### src/rtl/bus8051_fir_if.sv
// 8051-style multiplexed bus between the CPU and the FIR front end.
//   cs_n     chip select, active low
//   abus     address high byte
//   ale      address latch enable (address taken on its falling edge)
//   r_n      read strobe, active low
//   w_n      write strobe, data committed on its rising edge
//   dbus_in  address low byte during the address phase, write data after it
//   dbus_out registered read data
//   dbus_oe  read-data drive enable
interface bus8051_fir_if;
  logic       cs_n;
  logic [7:0] abus;
  logic       ale;
  logic       r_n;
  logic       w_n;
  logic [7:0] dbus_in;
  logic [7:0] dbus_out;
  logic       dbus_oe;

  modport master (output cs_n, abus, ale, r_n, w_n, dbus_in,
                  input  dbus_out, dbus_oe);
  modport slave  (input  cs_n, abus, ale, r_n, w_n, dbus_in,
                  output dbus_out, dbus_oe);
endinterface

### src/rtl/bus8051_fir.sv
// 8051 bus slave with a TAPS-deep sample history and a sequential masked
// FIR multiply-accumulate engine (one tap per clock).
//   clk      clock, rising edge
//   rst      synchronous reset, active high
//   bus      8051 multiplexed bus (slave modport)
//   pe_n     sample strobe, active low, one clk wide
//   sig_in   sample value (unsigned, DW bits)
//   y        last filter result (OW bits)
//   y_valid  one-cycle pulse when y updates
//   busy     MAC in progress
//
// FSM states:
//   state  | meaning
//   S_IDLE | waiting for a sample; pending history clear is applied here
//   S_MAC  | accumulating tap tap_idx, busy=1
//   S_DONE | publish acc to y, pulse y_valid, set rvalid
module bus8051_fir #(
  parameter int         TAPS    = 8,
  parameter int         DW      = 8,
  parameter int         CW      = 8,
  parameter logic [7:0] BASE_HI = 8'h00,
  localparam int        OW      = DW + CW + 4
) (
  input  logic          clk,
  input  logic          rst,
  bus8051_fir_if.slave  bus,
  input  logic          pe_n,
  input  logic [DW-1:0] sig_in,
  output logic [OW-1:0] y,
  output logic          y_valid,
  output logic          busy
);

  localparam logic [15:0] TAP_MASK = 16'((32'd1 << TAPS) - 1);

  typedef enum logic [1:0] {S_IDLE, S_MAC, S_DONE} state_t;

  state_t        state;
  logic          ale_q, w_n_q, r_n_q;
  logic [7:0]    din_q;
  logic [15:0]   addr_cap;
  logic [15:0]   addr;
  logic [CW-1:0] coef [TAPS];
  logic [DW-1:0] hist [TAPS];
  logic [15:0]   mask;
  logic          enable;
  logic          clr_hist_pend;
  logic          overrun;
  logic          rvalid;
  logic [OW-1:0] acc;
  logic [4:0]    tap_idx;

  logic          sel, hit, ale_fall, w_rise, r_fall;
  logic          accept, drop, wr_ctrl;
  logic [7:0]    lo;
  logic [7:0]    rdata;
  logic [31:0]   y_ext;
  logic [CW-1:0] cur_c;
  logic [DW-1:0] cur_x;
  logic          cur_m;
  logic [OW-1:0] term;

  assign sel      = ~bus.cs_n;
  assign lo       = addr[7:0];
  assign hit      = (addr[15:8] == BASE_HI);
  assign ale_fall = sel & ale_q & ~bus.ale;
  assign w_rise   = sel & ~w_n_q & bus.w_n;
  assign r_fall   = sel & r_n_q & ~bus.r_n;
  assign accept   = ~pe_n & enable & (state == S_IDLE);
  assign drop     = ~pe_n & enable & (state != S_IDLE);
  assign wr_ctrl  = w_rise & hit & (lo == 8'h22);
  assign y_ext    = 32'(y);

  // Current tap operands come straight from the live registers so that a
  // CPU update during MAC is used by every tap not yet processed.
  always_comb begin
    cur_c = '0;
    cur_x = '0;
    cur_m = 1'b0;
    for (int k = 0; k < TAPS; k++) begin
      if (tap_idx == 5'(k)) begin
        cur_c = coef[k];
        cur_x = hist[k];
        cur_m = mask[k];
      end
    end
    term = cur_m ? (OW'(cur_c) * OW'(cur_x)) : '0;
  end

  always_comb begin
    rdata = 8'h00;
    for (int k = 0; k < TAPS; k++) begin
      if (lo == 8'(k)) rdata = 8'(coef[k]);
    end
    case (lo)
      8'h20:   rdata = mask[7:0];
      8'h21:   rdata = mask[15:8];
      8'h22:   rdata = {7'b0, enable};
      8'h23:   rdata = {5'b0, rvalid, overrun, busy};
      8'h24:   rdata = y_ext[7:0];
      8'h25:   rdata = y_ext[15:8];
      8'h26:   rdata = y_ext[23:16];
      8'h27:   rdata = y_ext[31:24];
      default: ;
    endcase
  end

  always_ff @(posedge clk) begin
    if (rst) begin
      state         <= S_IDLE;
      ale_q         <= 1'b0;
      w_n_q         <= 1'b1;
      r_n_q         <= 1'b1;
      din_q         <= '0;
      addr_cap      <= '0;
      addr          <= '0;
      mask          <= '0;
      enable        <= 1'b1;
      clr_hist_pend <= 1'b0;
      overrun       <= 1'b0;
      rvalid        <= 1'b0;
      acc           <= '0;
      tap_idx       <= '0;
      y             <= '0;
      y_valid       <= 1'b0;
      busy          <= 1'b0;
      for (int k = 0; k < TAPS; k++) begin
        coef[k] <= '0;
        hist[k] <= '0;
      end
    end else begin
      ale_q   <= bus.ale;
      w_n_q   <= bus.w_n;
      r_n_q   <= bus.r_n;
      din_q   <= bus.dbus_in;
      y_valid <= 1'b0;

      if (sel && bus.ale) addr_cap <= {bus.abus, bus.dbus_in};
      if (ale_fall)       addr     <= addr_cap;

      if (r_fall && hit && lo == 8'h24) rvalid <= 1'b0;

      case (state)
        S_IDLE: begin
          if (accept) begin
            hist[0] <= sig_in;
            for (int k = 1; k < TAPS; k++) begin
              hist[k] <= clr_hist_pend ? '0 : hist[k-1];
            end
            acc     <= '0;
            tap_idx <= '0;
            busy    <= 1'b1;
            state   <= S_MAC;
          end else if (clr_hist_pend) begin
            for (int k = 0; k < TAPS; k++) hist[k] <= '0;
          end
          clr_hist_pend <= 1'b0;
        end
        S_MAC: begin
          acc <= acc + term;
          if (tap_idx == 5'(TAPS - 1)) begin
            busy  <= 1'b0;
            state <= S_DONE;
          end else begin
            tap_idx <= tap_idx + 5'd1;
          end
        end
        S_DONE: begin
          y       <= acc;
          y_valid <= 1'b1;
          rvalid  <= 1'b1;
          state   <= S_IDLE;
        end
        default: state <= S_IDLE;
      endcase

      // Register writes come after the FSM so a fresh clear_history request
      // is not lost to the IDLE-state acknowledge in the same cycle.
      if (w_rise && hit) begin
        for (int k = 0; k < TAPS; k++) begin
          if (lo == 8'(k)) coef[k] <= din_q[CW-1:0];
        end
        if (lo == 8'h20) mask[7:0]  <= din_q & TAP_MASK[7:0];
        if (lo == 8'h21) mask[15:8] <= din_q & TAP_MASK[15:8];
        if (lo == 8'h22) begin
          enable <= din_q[0];
          if (din_q[1]) clr_hist_pend <= 1'b1;
        end
      end

      // A dropped sample wins over a simultaneous clear request.
      if (drop)                         overrun <= 1'b1;
      else if (wr_ctrl && din_q[2])     overrun <= 1'b0;
    end
  end

  always_ff @(posedge clk) begin
    if (rst) begin
      bus.dbus_oe  <= 1'b0;
      bus.dbus_out <= 8'h00;
    end else if (sel && !bus.r_n && hit) begin
      bus.dbus_oe  <= 1'b1;
      bus.dbus_out <= rdata;
    end else begin
      bus.dbus_oe  <= 1'b0;
      bus.dbus_out <= 8'h00;
    end
  end

endmodule

### src/flat_wrapper.sv
// flat-port wrapper written by rule: the top's interface ports become plain ports
module bus8051_fir_flat 
#(
  parameter int         TAPS    = 8,
  parameter int         DW      = 8,
  parameter int         CW      = 8,
  parameter logic [7:0] BASE_HI = 8'h00,
  localparam int        OW      = DW + CW + 4
)
  (clk, rst, pe_n, sig_in, y, y_valid, busy, bus_cs_n, bus_abus, bus_ale, bus_r_n, bus_w_n, bus_dbus_in, bus_dbus_out, bus_dbus_oe);
  bus8051_fir_if bus_i ();
  input  logic clk;
  input  logic rst;
  input  logic pe_n;
  input  logic [DW-1:0] sig_in;
  output logic [OW-1:0] y;
  output logic y_valid;
  output logic busy;
  input wire logic [$bits(bus_i.cs_n)-1:0] bus_cs_n;
  input wire logic [$bits(bus_i.abus)-1:0] bus_abus;
  input wire logic [$bits(bus_i.ale)-1:0] bus_ale;
  input wire logic [$bits(bus_i.r_n)-1:0] bus_r_n;
  input wire logic [$bits(bus_i.w_n)-1:0] bus_w_n;
  input wire logic [$bits(bus_i.dbus_in)-1:0] bus_dbus_in;
  output wire logic [$bits(bus_i.dbus_out)-1:0] bus_dbus_out;
  output wire logic [$bits(bus_i.dbus_oe)-1:0] bus_dbus_oe;
  assign bus_i.cs_n = bus_cs_n;
  assign bus_i.abus = bus_abus;
  assign bus_i.ale = bus_ale;
  assign bus_i.r_n = bus_r_n;
  assign bus_i.w_n = bus_w_n;
  assign bus_i.dbus_in = bus_dbus_in;
  assign bus_dbus_out = bus_i.dbus_out;
  assign bus_dbus_oe = bus_i.dbus_oe;
  bus8051_fir #(.TAPS(TAPS), .DW(DW), .CW(CW), .BASE_HI(BASE_HI)) u_core (.clk(clk), .rst(rst), .bus(bus_i), .pe_n(pe_n), .sig_in(sig_in), .y(y), .y_valid(y_valid), .busy(busy));
endmodule
### config.mk
export PLATFORM = sky130hd
export DESIGN_NAME = bus8051_fir_flat
export DESIGN_NICKNAME = d
export VERILOG_FILES = /design/src/rtl/bus8051_fir_if.sv /design/src/rtl/bus8051_fir.sv /design/src/flat_wrapper.sv
export SDC_FILE = /design/constraint.sdc
export NUM_CORES = 1
export LEC_CHECK = 0
export ABC_AREA = 1
export CAP_MARGIN = 20
export CORE_MARGIN = 4
export CORE_UTILIZATION = 56
export DETAILED_ROUTE_END_ITERATION = 8
export GPL_ROUTABILITY_DRIVEN = 0
export PLACE_DENSITY = 0.78
export SYNTH_ARGS = -nofsm -noshare
export SYNTH_HDL_FRONTEND = slang
export SYNTH_SLANG_ARGS = --single-unit
### constraint.sdc
create_clock -name clk -period 5.7 [get_ports clk]
set_input_delay 1.425 -clock clk [delete_from_list [all_inputs] [get_ports clk]]
set_output_delay 1.425 -clock clk [all_outputs]
set_load 0.05 [all_outputs]
After elaboration in Yosys (flattened, before gate mapping)
Memories as Yosys holds them, arrays and structs flattened. Index checks and enable logic that the tools add are counted.

Register bits after elaboration: 113. RAM bits: 128. Bits of input ports: 31. Output and inout port bits: 31. Word-level logic and storage cells: 245. Memories: 2.

Add/subtract/negate cells: 2. $mul: 1. Eq/ne operators: 27. Multiplexer cells: 129. Bitwise logic cells: 41. Reductions and logical operators: 24.

Memory list: u_core.coef (depth 8, width 8, rd ports 8, clocked after memory_dff 0, wr ports 8, line bus8051_fir.sv:43) `logic [CW-1:0] coef [TAPS];`; u_core.hist (depth 8, width 8, rd ports 8, clocked after memory_dff 0, wr ports 8, line bus8051_fir.sv:44) `logic [DW-1:0] hist [TAPS];`.

Operators with widths (count): 8-bit two-way mux (55); 8-bit by 6-bit == test with 1-bit output, second input constant (8); 1-bit two-way mux (63); 8-bit one-hot mux with 7 select lines (1); 20-bit one-hot mux with 2 select lines (1); 8-bit by 3-bit == test with 1-bit output, second input constant (4); 1-bit bitwise OR (24); 20-bit adder (1); 5-bit by 3-bit == test with 1-bit output, second input constant (4); 20-bit two-way mux (1); 8-bit by 2-bit == test with 1-bit output, second input constant (2); 8-bit zero test (2); 8-bit by 8-bit multiplier with 16-bit output (1); 16-bit two-way mux (1); 1-bit bitwise AND (11); 5-bit by 2-bit == test with 1-bit output, second input constant (2); 5-bit two-way mux (2); 5-bit one-hot mux with 2 select lines (1); 8-bit by 1-bit == test with 1-bit output, second input constant (1); 2-bit AND reduction (4); 2-bit nonzero test (4); 1-bit logical AND (7); 1-bit inverter (6); 3-bit AND reduction (2); other kinds (13) (16).

Longest topological paths before layout
Gate-level depths: netlist of run 1.

Depth after elaboration: 13. Depth in mapped cells: 41. Mapped depth without buffers: 41.

Least setup slack after synthesis of run 1
No wires, ideal clock.

Kind: register to register. From: reg u_core.tap_idx[1]. To: reg u_core.acc[19]. Library setup time: 0.115 ns. Arrival: 5.973 ns. Required time: 5.585 ns. Path slack: -0.388 ns. Stages on the path, launching flop included: 35. Path buffers: 2. Clock period less this slack: 6.088 ns. Path through: dfxtp_1 > inv_1 > ha_1 > buf_4 > inv_1 > nor2_2 > nand2_4 > buf_6 > o21ai_1 > inv_1 > nand2_1 > nand2_1 > nand2_1 > nand2_1 > fa_1 > fa_1 > inv_1 > fa_1 > inv_1 > fa_1 > inv_1 > ha_1 > a21oi_1 > o21a_1 > nand2_1 > a21oi_1 > xor2_1 > nor2_2 > ha_1 > a21oi_1 > o21ai_0 > a21oi_1 > nand3_1 > a31oi_1 > nor2_1.

Word-level cells in the longest chain between the ends: 13. Elaborated cells on any way between the ends: 36. Those cells by class: 1 x add/sub; 1 x mul; 7 x eq/ne; 26 x mux; 1 x reduce/logical.

RTL lines: from (decl) (line bus8051_fir.sv:51) `logic [4:0] tap_idx;`; from (signal assigned) (line bus8051_fir.sv:165) `tap_idx <= tap_idx + 5'd1;`; 5-bit zero test (line bus8051_fir.sv:81) `if (tap_idx == 5'(k)) begin`; 8-bit two-way mux (8 in a row) (line bus8051_fir.sv:81); 8-bit by 8-bit multiplier with 16-bit output (line bus8051_fir.sv:87) `term = cur_m ? (OW'(cur_c) * OW'(cur_x)) : '0;`; 16-bit two-way mux (*) (line bus8051_fir.sv:87); 20-bit adder (*) (line bus8051_fir.sv:160) `acc <= acc + term;`; 20-bit one-hot mux with 2 select lines (*) (line bus8051_fir.sv:143) `case (state)`; to (signal assigned) (line bus8051_fir.sv:160); to (decl) (line bus8051_fir.sv:50) `logic [OW-1:0] acc;`.

Every way passes the cells marked *; elsewhere a longest branch is shown, timed or not. A chain may end at the register's enable or synchronous reset.

Worst setup path in the final report of run 1
From: reg u_core.tap_idx[0]. To: reg u_core.acc[14].

The elaborated chain is that of the path after synthesis.

==> results.md, run 1 <==
- The portion of synthesized cell area occupied by the leading cell type is 0.204.
- At the pin with the least slew margin, the transition time is 1.11 ns.
- The initial antenna violation count is 1.
- The number of vias per cell after detailed routing is 5.82.
- For this run, the leading register cell type out of synthesis is dfxtp_1.
- Dividing the final minimum period by the clock period gives 1.11.
- The clock tree from TritonCTS is built.
- For this run, the detailed router's first-pass iteration total came to 9.
- The routed layout has 14200 vias.
- Measured along the y axis, the die boundary spans 167 µm.
- The endpoint arrival time on the critical path is 6.82 ns.
- The critical path contains buffers and inverters numbering 6 combined.
- The core outline area is 0.0251 mm².
- In the final design database the tool counted 2216 nets.
- In this run, placement finished with an instance count of 2352.
- After detailed routing, the number of remaining DRC violations is 0.
- The first global-routing pass estimated 67.6 mm of wire.
- The total routing resource utilization after global routing is 0.294.
- In this run the clock root is driven by a clkbuf_16.
- The cell that appears most often on the critical path is nand2_2.
- The async set-reset flop share out of synthesis is 0.
- The number of CTS-inserted buffers is 26.
- The worst setup path category is flip-flop to flip-flop.
- The slowest stage of the critical path is the fa_1 cell.
- The mean routed wirelength per cell is 18.6 µm.
- Port buffering added 61 buffers.
- The antenna cell count is 0.
- In this run the horizontal extent of the chip is 167 µm.
- The power density normalized to cell area is 250 mW/mm².
- The detailed router finished its first iteration with 1825 violations.
- After technology mapping, the gate count stands at 1881.
- The maximum number of pins on one net before global-route repair is 57.
- The final worst-path setup slack is -0.627 ns.
- The detail route stage leaves a number of antenna-violating nets equal to 0.
- For this run, the slowest stage of the critical path takes 0.51 ns.
- The worst setup path is captured at a flip-flop.
- The fraction of power consumed by the clock network is 0.369.
- The final cell utilization of the core is 0.729.
- From synthesis to final layout, the design area changed by 28.5%.
- CTS built an H-tree with a depth of 1.
- Setup repair after global routing could not meet its margin everywhere.
- The worst setup slack after placement is -0.639 ns.
- For this run, the number of standard cells in the final layout without fillers is 2442.
- For the worst setup path, the data required time is 6.20 ns.
- The checks that failed: negative setup slack.
- The design draws 4.58 mW.
- After synthesis, the cell types taking the most area are dfxtp_1 (20%), edfxtp_1 (20%), nand2_1 (8.9%).
- The initial utilization of the core area, before any placement, comes to 0.567.
- The share of total power in combinational logic is 0.216.
- The shortest clock period the worst path allows after layout is 6.33 ns.
- Summed over all nets, the switching power comes to 1.38 mW.
- The Yosys warning count is 0.
- The overall die area is 0.0280 mm².
- The via count of the first global-routing pass is 13300.
- For this design the static power due to leakage is 7.95 nW.
- The post-synthesis average cell area is 7.57 µm².
- The worst min-delay path category is flip-flop to flip-flop.
- The routed design has 45.3 mm of wire.
- The share of layout cells above drive strength 1 is 0.233.
- The clock net in this run drives a total of 241 sinks.
- The max-slew violation total from the final report came to 0.
- The initialized floorplan defines 58 standard-cell rows.
- The clock latency on the worst-skew pair is 0.56 ns.
- Across the VDD grid, the largest voltage drop is 0.000290 V.
- The proportion of power drawn by flip-flops and latches is 0.414.
- Detailed placement finished with a half-perimeter wire length of 29.9 mm.
- For this run, the register share of the synthesized area comes to 0.406.
- The number of endpoints with negative hold slack in the final report came to 0.
- The total of max-cap violations is 0.
- Static timing analysis puts the maximum clock frequency at 0.158 GHz.
- The number of nets in the synthesized netlist is 2005.
- Global routing finished with a remaining overflow of 0.
- The count of flip-flops with a built-in enable after synthesis is 96.
- The number of fill cells is 1779.
- Synthesis inferred 241 register bits.
- Yosys mapped the design onto 53 distinct sky130hd cell types.
- The I/O pin total is 62.
- Summed over all instances, the cell type with the most area after synthesis is dfxtp_1.
- The clock arrives with 0.0179 ns of skew.
- The total standard cell area after synthesis is 0.0142 mm².
- Among cell families on the critical path, the largest total delay comes from adder cells.
- Of the total power, the share spent switching nets is 0.300.
- The buffer levels on the longest clock path is 3.
- The critical path startpoint category is a flip-flop.
- The clock-pin transition on the worst setup and hold timing paths is 0.08 ns.
- Of all nets on the critical path, the largest fanout is 5.
- The internal power is 3.20 mW.
- The number of endpoints failing setup at the final stage is 14.
- The flow ran to the end, but the final reports show violations.
- The tightest slew margin relative to the limit is 0.262.
final cells by class:
| cell class | count | area (µm²) | share of cell area |
|---|---|---|---|
| tap | 330 | 413 | 0.0226 |
| clock buffer | 33 | 717 | 0.0392 |
| inverter | 322 | 1230 | 0.0673 |
| timing repair buffer | 232 | 2040 | 0.111 |
| clock inverter | 15 | 136 | 0.00745 |
| multi-input combinational | 1269 | 7970 | 0.436 |
| sequential | 241 | 5790 | 0.317 |
stage by stage:
stage / hold slack, ns / setup TNS, ns / cell area (µm²)
global placement: 0.448 / -4.84 / 16100
finish: 0.472 / -5.92 / 18300
CTS: 0.468 / -3.23 / 17700
floorplan: 0.437 / -0.0164 / 14400
global route: 0.494 / -9.58 / 18300
detailed placement: 0.457 / -6.73 / 16100
cells in the final DEF, fill, tap and decap left out, types with 7 or more instances in the layout:
cell type	Yosys	routed
nand4_1	22	22
o22ai_1	30	30
nand2_4	8	15
nor2_4	3	14
a21oi_1	105	77
nor2_1	310	291
clkdlybuf4s50_1	0	61
nand2_1	339	296
o21ai_1	28	25
xor2_1	8	8
clkbuf_16	0	27
nand3_2	1	21
nor2_2	27	37
nand2_2	16	49
ha_4	0	19
a21oi_4	2	8
ha_1	56	37
fa_1	37	33
dfxtp_1	145	142
edfxtp_1	96	96
nand3b_1	7	7
buf_6	8	19
inv_1	300	284
o21ai_2	4	13
a21oi_2	1	23
nand3_1	107	83
buf_4	3	144
o21ai_0	98	89
inv_2	20	32
synthesized netlist by cell type (3+ instances only):
library cell	n
a21o_1	4
a21oi_1	105
a221oi_1	3
a31oi_1	4
buf_1	4
buf_2	11
buf_4	3
buf_6	8
clkbuf_1	27
dfxtp_1	145
edfxtp_1	96
fa_1	37
ha_1	56
inv_1	300
inv_2	20
nand2_1	339
nand2_2	16
nand2_4	8
nand3_1	107
nand3b_1	7
nand4_1	22
nor2_1	310
nor2_2	27
nor2_4	3
nor3_1	8
o211ai_1	3
o21ai_0	98
o21ai_1	28
o21ai_2	4
o22ai_1	30
or2_1	3
or2_2	6
xnor2_1	3
xor2_1	8
worst register-to-register path, delay by kind of cell, from the launching register on:
family / cells / cell delay (ns)
adder cells (fa/ha/maj): 7 / 2.78
AND/OR/NAND/NOR: 19 / 2.15
buffers and inverters: 6 / 0.47
flip-flops: 1 / 0.40
AO/OA/AOI/OAI: 2 / 0.33
XOR/XNOR: 1 / 0.16
state kept, by name, summed over array words and instances, names as in the netlist, 16 cells and up:
signal	cells
u_core.acc	20
u_core.y	20
u_core.hist	64
u_core.coef	64
u_core.addr	16
u_core.addr_cap	16
kinds of logic after synthesis:
| kind of cell | synth area share |
|---|---|
| AOI/OAI and AO/OA | 0.115 |
| xor gates and xnor gates | 0.00677 |
| adders and majority gates | 0.101 |
| buffers and inverters | 0.105 |
| DFF | 0.406 |
| and+or+nand+nor | 0.266 |
power by group through the flow:
| stage | Combinational, mW | Clock (mW) | Sequential [mW] |
|---|---|---|---|
| after floorplan | 0.500 | 0 | 1.92 |
| after global placement | 0.773 | 0 | 1.93 |
| after detailed placement | 0.797 | 0 | 1.93 |
| after CTS | 0.881 | 1.68 | 1.89 |
| after global routing | 1.08 | 1.76 | 1.90 |
| final | 0.991 | 1.69 | 1.90 |
what timing repair did:
item / in CTS / in global routing
setup endpoints to repair: 15 / 15
cloned: 4 / 1
buffers inserted: 24 / 12
gates resized for setup: 107 / 137
hold buffers: 0 / 0
pin swaps: 52 / 68
final timing paths:
path	start	to	slack [ns]	cells past startpoint
hold / removal	u_core.acc[17]	u_core.acc[17]	0.47	2
setup reg to reg	u_core.tap_idx[0]	u_core.acc[14]	-0.63	35
setup / recovery	u_core.tap_idx[0]	u_core.acc[14]	-0.63	35
hold reg to reg	u_core.acc[17]	u_core.acc[17]	0.47	2
layer usage:
metal	part of all wire	up-vias	global-route usage
li1	-	6454	-
met1	0.38	6555	0.384
met2	0.47	977	0.504
met3	0.10	218	0.0418
met4	0.047	2	0.102
met5	0.00022	-	0
No activity file was read; power rests on OpenSTA's default activity.
==> run 2: changes to the inputs <==
--- a/config.mk
+++ b/config.mk
@@ -12,6 +12,7 @@
 export DETAILED_ROUTE_END_ITERATION = 8
 export GPL_ROUTABILITY_DRIVEN = 0
 export PLACE_DENSITY = 0.78
+export SETUP_SLACK_MARGIN = 0.02
 export SYNTH_ARGS = -nofsm -noshare
 export SYNTH_HDL_FRONTEND = slang
 export SYNTH_SLANG_ARGS = --single-unit
==> run 2 against run 1 <==
Effect of this change: the flow still finishes with violations (negative setup slack); maximum frequency shrank 6.2%; via count up 6.8%; register-to-register slack got worse by 0.42 ns; worst hold slack gained 0.0048 ns.
==> results.md, run 2 (synthesis gave the netlist of run 1 again) <==
- The peak fanout along the critical path is 6.
- The antenna cell count is 0.
- Counting cells, the worst reg-to-reg path comes to 34.
- The category of the worst setup path capture point is a flip-flop.
- The leakage power of the design is 8.33 nW.
- The tightest min-delay check is of the flip-flop to flip-flop type.
- The worst setup slack for register-to-register paths is -1.05 ns.
- The initial core utilization is 0.567.
- Setup repair after global routing could not meet its margin everywhere.
- The leading cell type in the layout, fill and taps excluded is nand2_1.
- The overall die area is 0.0280 mm².
- The cts-stage hold buffer count is 0.
- At the later pin of the worst-skew pair, clock insertion delay measures 0.57 ns.
- The via count of the first global-routing pass came to 13900.
- The standard cell with the maximum stage delay on the critical path is fa_1.
- STA classifies the critical path startpoint as a flip-flop.
- The endpoint arrival time on the critical path is 7.18 ns.
- For this run, the total global-route usage over all layers was measured as 0.299.
- The first detailed-routing pass took 8 iterations.
- The initial antenna violation count is 1.
- Along the worst hold path, the cell count comes to 2.
- Summed over all nets, the half-perimeter wirelength after detailed placement is 29.5 mm.
- The final setup TNS is -10.55 ns.
- The flow ran to the end, but the final reports show violations.
- By instance count, the cell type seen most on the critical path is fa_1.
- The shortest clock period the worst path allows after layout is 6.75 ns.
- The beginning of the critical path is u_core.tap_idx[0].
- The end point of the critical path is u_core.acc[19].
- The number of endpoints with negative hold slack in the final report came to 0.
- In the finished design, the share of the clock period the worst path needs comes to 1.18.
- In this run, placement finished with an instance count of 2357.
- The routed layout has 15200 vias.
- Port buffering added 61 buffers.
- The clock-pin transition on the worst setup and hold timing paths is 0.07 ns.
- The remaining antenna violation count after routing is 0.
- The first global-routing pass estimated 69.2 mm of wire.
- The width of the chip is 167 µm.
- The maximum ir drop on the vdd rail is 0.000276 V.
- The buffer levels on the longest clock path is 3.
- The worst path required time is 6.14 ns.
- The critical path runs through a total of 34 cells.
- In this run the critical register-to-register path is captured at u_core.acc[19].
- The floorplan has 58 rows.
- The dominant delay contributor by cell family on the critical path is adder cells.
- The core outline area is 0.0251 mm².
- In this run, CTS created clock tree buffers numbering 27.
- The final reports fail on negative setup slack.
- The mean routed wirelength per cell is 20.5 µm.
- For this run, the top clock speed supported by timing is 0.148 GHz.
- The share of layout cells above drive strength 1 is 0.259.
- Prior to clock tree synthesis, the placed netlist has a worst setup slack of -0.548 ns.
- The tightest slew margin relative to the limit is 0.259.
- The die outline height is 167 µm.
- The largest registers in the layout are u_core.coef x64, u_core.hist x64.
- The max-slew violation total from the final report is 0.
- CTS placed an instance of clkbuf_16 at the clock tree root.
- The global-route congestion overflow total is 0.
- The I/O pin total is 62.
- Entering global routing, the biggest net connects 82 pins.
- The measured slew at the worst slew-check pin is 1.11 ns.
- The number of design-rule violations left by the first detailed-router iteration is 2058.
- The finished layout holds 2486 standard cells, fillers aside.
- The design draws 5.00 mW.
- By startpoint and endpoint, the worst setup path is classified as flip-flop to flip-flop.
- The library cells used most frequently in the layout, excluding fill and tap cells, are nand2_1 (299), nor2_1 (288), inv_1 (282).
- For this run, the post-layout net count is 2259.
- Across the run, the number of max-cap violations was 0.
- The clock tree from TritonCTS is built.
- The startpoint identified for the worst register-to-register timing path is u_core.tap_idx[0].
- After detailed routing, the total wire length is 50.9 mm.
- The power density normalized to cell area is 262 mW/mm².
- The clock drives 241 sinks.
- The level count of the clock H-tree is 1.
- The worst clock skew is 0.0277 ns.
- After detailed routing, the number of vias per cell comes to 6.10.
- The detailed-route DRC error count is 0.
- The number of endpoints failing setup at the final stage is 15.
- The final worst-path setup slack is -1.05 ns.
- The layout-stage area growth over the synthesis result is 34.3%.
- Counting both buffers and inverters, the worst setup path holds a total of 9.
- On the worst path, the slowest cell contributes a delay of 0.56 ns.
## run 2: cell count changes in the layout (fill, tap and decap cells not counted), sizes merged
cell,delta
buf,+44
nor2,-2
bufinv,+6
inv,+1
clkbuf,-1
clkinv,-4
## run 2: repair_timing
action                                  in CTS  in global routing
pin swaps                                   70                106
resized for setup                          126                162
cloned                                       1                  2
setup buffers                               38                 34
endpoints found under the setup margin      15                 15
## run 2: layout make-up
| type | count | area [µm²] |
|---|---|---|
| Multi-Input combinational cell | 1267 | 8160 |
| Fill cell | 1541 | 5990 |
| Sequential cell | 241 | 5790 |
| Timing Repair Buffer | 276 | 2500 |
| Inverter | 322 | 1230 |
| Clock buffer | 32 | 716 |
| Tap cell | 330 | 413 |
| Clock inverter | 18 | 298 |
## run 2: where the power goes
group | internal [mW] | leakage [nW] | switching, mW
Combinational | 0.463 | 5.65 | 0.650
Clock | 1.23 | 0.491 | 0.767
Sequential | 1.85 | 2.19 | 0.0424
## run 2: layer usage
| metal | vias to the layer above | GRT usage | share of wire |
|---|---|---|---|
| met2 | 1278 | 0.518 | 0.46 |
| li1 | 6528 | - | - |
| met5 | - | 0 | 0.00018 |
| met4 | 2 | 0.109 | 0.063 |
| met3 | 359 | 0.0441 | 0.12 |
| met1 | 7003 | 0.383 | 0.35 |
## run 2: worst min-delay path by stage
stage	from	end	slack, ns
after CTS	u_core.addr[2]	u_core.addr[2]	0.48
after global routing	u_core.addr[15]	u_core.addr[15]	0.51
after detailed placement	u_core.addr_cap[13]	u_core.addr[13]	0.46
after global placement	u_core.overrun	u_core.overrun	0.45
final	u_core.addr_cap[13]	u_core.addr[13]	0.48
after floorplan	u_core.mask[3]	u_core.mask[3]	0.44
## run 2: tightest hold or removal path: cells and delay by family (launching register included)
family	cells	cell delay [ns]
flip-flops	1	0.32
AND/OR/NAND/NOR	2	0.12
## run 2: metrics by stage
step,utilization,hold WS (ns),instance area [µm²]
final,0.761,0.477,19100
after global routing,0.761,0.508,19100
after CTS,0.720,0.479,18100
after detailed placement,0.647,0.463,16200
after global placement,0.647,0.451,16200
after floorplan,-,0.437,14400
